`config.mk`:
```
export PLATFORM = sky130hd
export DESIGN_NAME = square_generic
export DESIGN_NICKNAME = d
export VERILOG_FILES = /design/src/rtl/square_generic.sv
export SDC_FILE = /design/constraint.sdc
export NUM_CORES = 1
export LEC_CHECK = 0
export BUFFER_PORTS_ARGS = -buffer_cell sky130_fd_sc_hd__buf_2
export CORE_MARGIN = 3
export CORE_UTILIZATION = 42
export CTS_CLUSTER_DIAMETER = 120
export DETAILED_ROUTE_END_ITERATION = 6
export MAX_ROUTING_LAYER = met4
export SYNTH_ARGS = -nofsm -noshare
export SYNTH_HDL_FRONTEND = slang
export SYNTH_SLANG_ARGS = --single-unit
```
`constraint.sdc`:
```
create_clock -name clk -period 1.9 [get_ports clk]
set_clock_uncertainty 0.05 [all_clocks]
set_input_delay 0.19 -clock clk [delete_from_list [all_inputs] [get_ports clk]]
set_output_delay 0.19 -clock clk [all_outputs]
set_load 0.01 [all_outputs]
```
`src/rtl/square_generic.sv`:
```
// square_generic: pipelined shift-and-add squarer, radicand = root*root (+ remainder).
// Ports: clk, rst_n, valid_in, root, [remainder if SQUARE_GENERIC_REMAINDER_EN], valid_out, radicand.
module square_generic #(
  parameter int WIDTH_INPUT  = 8,
  parameter int WIDTH_OUTPUT = 16
) (
  input  logic                    clk,
  input  logic                    rst_n,
  input  logic                    valid_in,
  input  logic [WIDTH_INPUT-1:0]  root,
`ifdef SQUARE_GENERIC_REMAINDER_EN
  input  logic [WIDTH_INPUT:0]    remainder,
`endif
  output logic                    valid_out,
  output logic [WIDTH_OUTPUT-1:0] radicand
);

  localparam int W = WIDTH_INPUT;

  generate
    if (WIDTH_OUTPUT != 2 * WIDTH_INPUT) begin : g_bad_width
      $error("square_generic: WIDTH_OUTPUT must be 2*WIDTH_INPUT");
    end
  endgenerate

  logic                    r_valid [W];
  logic [W-1:0]            r_root  [W];
  logic [WIDTH_OUTPUT-1:0] r_acc   [W];

  logic [WIDTH_OUTPUT-1:0] w_seed;
  logic [WIDTH_OUTPUT-1:0] w_add   [W];

`ifdef SQUARE_GENERIC_REMAINDER_EN
  assign w_seed = WIDTH_OUTPUT'(remainder);
`else
  assign w_seed = '0;
`endif

  // Stage k adds root<<k when bit k of its own root copy is set.
  always_comb begin
    for (int k = 0; k < W; k++) begin
      w_add[k] = '0;
    end
    if (root[0]) begin
      w_add[0] = WIDTH_OUTPUT'(root);
    end
    for (int k = 1; k < W; k++) begin
      if (r_root[k-1][k]) begin
        w_add[k] = WIDTH_OUTPUT'(r_root[k-1]) << k;
      end
    end
  end

  always_ff @(posedge clk or negedge rst_n) begin
    if (!rst_n) begin
      for (int k = 0; k < W; k++) begin
        r_valid[k] <= 1'b0;
        r_root[k]  <= '0;
        r_acc[k]   <= '0;
      end
    end else begin
      r_valid[0] <= valid_in;
      r_root[0]  <= root;
      r_acc[0]   <= w_seed + w_add[0];
      for (int k = 1; k < W; k++) begin
        r_valid[k] <= r_valid[k-1];
        r_root[k]  <= r_root[k-1];
        r_acc[k]   <= r_acc[k-1] + w_add[k];
      end
    end
  end

  assign valid_out = r_valid[W-1];
  assign radicand  = r_acc[W-1];

endmodule
```
==> impl_metrics.tcl <==
set metrics [dict create \
    drv_slew 0 \
    worst-path-max-fanout 3 \
    die_h_um 129 \
    io_pins 28 \
    routed_via_density 4.75 \
    cts_root_buffer "clkbuf_16" \
    synth_cells 465 \
    netlist_area_um2 6370 \
    cts_tree "yes" \
    run_status "finished with violations" \
    syn_nets 538 \
    wl_mm 9.38 \
    drv_cap 0 \
    total_power_w 0.0105 \
    peakVddDrop_mv 0.643 \
    instances_no_fill 739 \
    yosys_register_bits 156 \
    hold_viol 0 \
    synth_seq_area_share_pct 61.3 \
    finalWorstSetupSlack_ns -0.0114 \
    grt_max_degree 59 \
    p_leak_nw 3.67 \
    synth_cell_types 27 \
    yosysWarnings 0 \
    htreeDepth 4 \
    top_layer_used "met4" \
    worstSetupPathType "reg2reg" \
    clkTransAtPathRegs_ns 0.06 \
    clockBufferDepth 2 \
    power.density_nw_per_um2 1330 \
    core_um2 14700 \
    initialDrtViolationCount 57 \
    worstSetupStartpointType "flop" \
    wl_met3_um 292 \
    fin_crit_ns 1.91 \
    n_antenna_cell 0 \
    violations "negative setup slack" \
    globalRouteOverflowTotal 0 \
    vias 3510 \
    clk_latency_ns 0.42 \
    final_util_pct 53.9 \
    cts.sinks 156 \
    drive_above_1_share_pct 29.0 \
    dieArea_um2 16700 \
    drcViolationCount 0 \
    cts_buffers 17 \
    drtPass1Iterations 4 \
    die_w_um 129 \
    required_ns 2.14 \
    max_freq_ghz 0.523 \
    n_fill_cell 1210 \
    synthToLayoutAreaGrowth_pct 24.4 \
    setup_violations 2 \
    wl_met1_mm 3.48 \
    finalCritPeriodShare_pct 101 \
    wl_met2_mm 5.46 \
    dpl.hpwl_mm 6.46 \
    numPortBuffers 27 \
    slew_headroom_pct 64.7 \
    fin_nets 616 \
    ant_nets 0 \
    grt_pass1_wl_mm 16.2 \
    critPathCaptureType "flop" \
    arrival_ns 2.15 \
    rows 44 \
    grt_pass1_vias 3753 \
    track_usage_pct 12.8 \
    avgSynthCellArea_um2 13.7 \
    hp-class "in2async" \
    rsz0062_at_grt "yes" \
    antenna_found_initial 0 \
    worstMarginPinSlew_ns 0.529 \
    place_inst 694 \
    start_util_pct 43.3 \
    wire_per_inst_um 12.7 \
    place_congestion 0.787 \
]
per-layer routing:
layer / global-route usage, % / vias up
met5: - / -
met4: 4.45 / 0
met3: 4.20 / 12
met2: 24.1 / 38
met1: 11.9 / 1750
li1: - / 1710
per-stage QoR:
step / setup TNS [ns] / area (um^2) / hold slack [ns] / setup slack [ns]
2_1_floorplan: -0.0947 / 6380 / -0.156 / -0.0333
5_1_grt: -0.840 / 7920 / 0.299 / -0.110
4_1_cts: -0.233 / 7720 / 0.273 / -0.0825
3_3_place_gp: -0.249 / 6920 / 0.147 / -0.0503
6_report: -0.0197 / 7920 / 0.265 / -0.0114
3_5_place_dp: -0.687 / 6920 / 0.142 / -0.0954
registers in the layout (all words and copies together) (netlist names):
register,cells
r_acc,77
r_valid,7
r_root,55
valid_out,1
radicand,16
logic make-up after synthesis:
kind of cell,after synthesis,synth area share [%]
and+or+nand+nor,103,9.21
AOI/OAI and AO/OA,77,8.31
DFF,156,61.3
adders and majority gates,62,13.0
xor gates and xnor gates,42,5.78
buffers and inverters,25,2.42
power by group:
| part | internal, W | switching (W) |
|---|---|---|
| clock | 0.00213 | 0.00126 |
| sequential | 0.00406 | 0.000289 |
| combinational | 0.00143 | 0.00134 |
final timing paths:
| kind | from | to | slack (ns) | cells past startpoint |
|---|---|---|---|---|
| max | r_root[29]$_DFF_PN0_ | r_acc[45]$_DFF_PN0_ | -0.01 | 8 |
| min | rst_n | radicand[5]$_DFF_PN0_ | 0.26 | 2 |
| max reg2reg | r_root[29]$_DFF_PN0_ | r_acc[45]$_DFF_PN0_ | -0.01 | 8 |
| min reg2reg | r_acc[33]$_DFF_PN0_ | r_acc[17]$_DFF_PN0_ | 0.30 | 0 |
| max in group asynchronous | rst_n | radicand[11]$_DFF_PN0_ | 0.92 | 3 |
| min in group clk | r_acc[33]$_DFF_PN0_ | r_acc[17]$_DFF_PN0_ | 0.30 | 0 |
cells in the final DEF, fill, tap and decap left out, types with 3 or more instances in the layout:
| master | n |
|---|---|
| dfrtp_1 | 155 |
| and2_1 | 50 |
| ha_1 | 42 |
| buf_4 | 34 |
| xnor2_1 | 26 |
| buf_2 | 26 |
| a21oi_2 | 18 |
| clkbuf_16 | 17 |
| xor2_1 | 15 |
| nand2_1 | 12 |
| nor2_1 | 12 |
| a21o_1 | 11 |
| a21oi_1 | 11 |
| ha_4 | 10 |
| dlygate4sd3_1 | 10 |
| inv_1 | 9 |
| o21ai_0 | 9 |
| o21ai_2 | 9 |
| fa_2 | 7 |
| o21bai_1 | 6 |
| and2_4 | 5 |
| clkinvlp_4 | 5 |
| nor4_1 | 3 |
| o21a_1 | 3 |
| and2b_1 | 3 |
| a21oi_4 | 3 |
| nand3b_1 | 3 |
| a21boi_2 | 3 |
| nand2b_1 | 3 |
| o41ai_2 | 3 |
| ha_2 | 3 |
| bufinv_16 | 3 |
| buf_6 | 3 |
area by class of cell:
| cell class | count | area (um^2) | share of cell area [%] |
|---|---|---|---|
| sequential | 156 | 3910 | 49.3 |
| multi-input combinational | 284 | 2590 | 32.7 |
| timing repair buffer | 75 | 559 | 7.06 |
| clock buffer | 21 | 460 | 5.81 |
| tap | 184 | 230 | 2.91 |
| clock inverter | 10 | 141 | 1.78 |
| inverter | 9 | 33.8 | 0.426 |
timing repair:
item | 4_1_cts | 5_1_grt
hold buffers | 10 | 0
pin swaps | 16 | 22
hold endpoints to repair | 70 | 0
resized for setup | 18 | 35
setup endpoints to repair | 17 | 27
setup buffers | 3 | 2
worst max-delay path, stage by stage, from the launching register on:
cell and delay [ns]:
dfrtp_1 0.39, and2_4 0.17, ha_4 0.16, fa_2 0.33
a21o_1 0.18, a21oi_2 0.15, o21ai_1 0.10, nor4_1 0.19
a21oi_1 0.07
synthesized netlist by cell type:
cell type / count / area [um^2]
dfrtp_1: 156 / 3900
and2_1: 55 / 344
ha_1: 55 / 688
xnor2_1: 27 / 236
a21oi_1: 18 / 90.1
buf_4: 16 / 120
xor2_1: 15 / 131
a21oi_2: 14 / 123
nor2_1: 14 / 52.6
nand2_1: 12 / 45.0
a21o_1: 11 / 82.6
o21ai_0: 10 / 50.1
inv_1: 9 / 33.8
o21ai_1: 9 / 45.0
fa_1: 7 / 140
o21bai_1: 6 / 45.0
nor4_1: 5 / 31.3
a21boi_1: 3 / 22.5
and2b_1: 3 / 22.5
nand2b_1: 3 / 18.8
nand3b_1: 3 / 22.5
o21a_1: 3 / 22.5
o41ai_2: 3 / 48.8
and3b_1: 2 / 17.5
nand3_1: 2 / 10.0
nor2b_1: 2 / 12.5
nor3_1: 2 / 10.0
(Power assumes the default switching activity.)
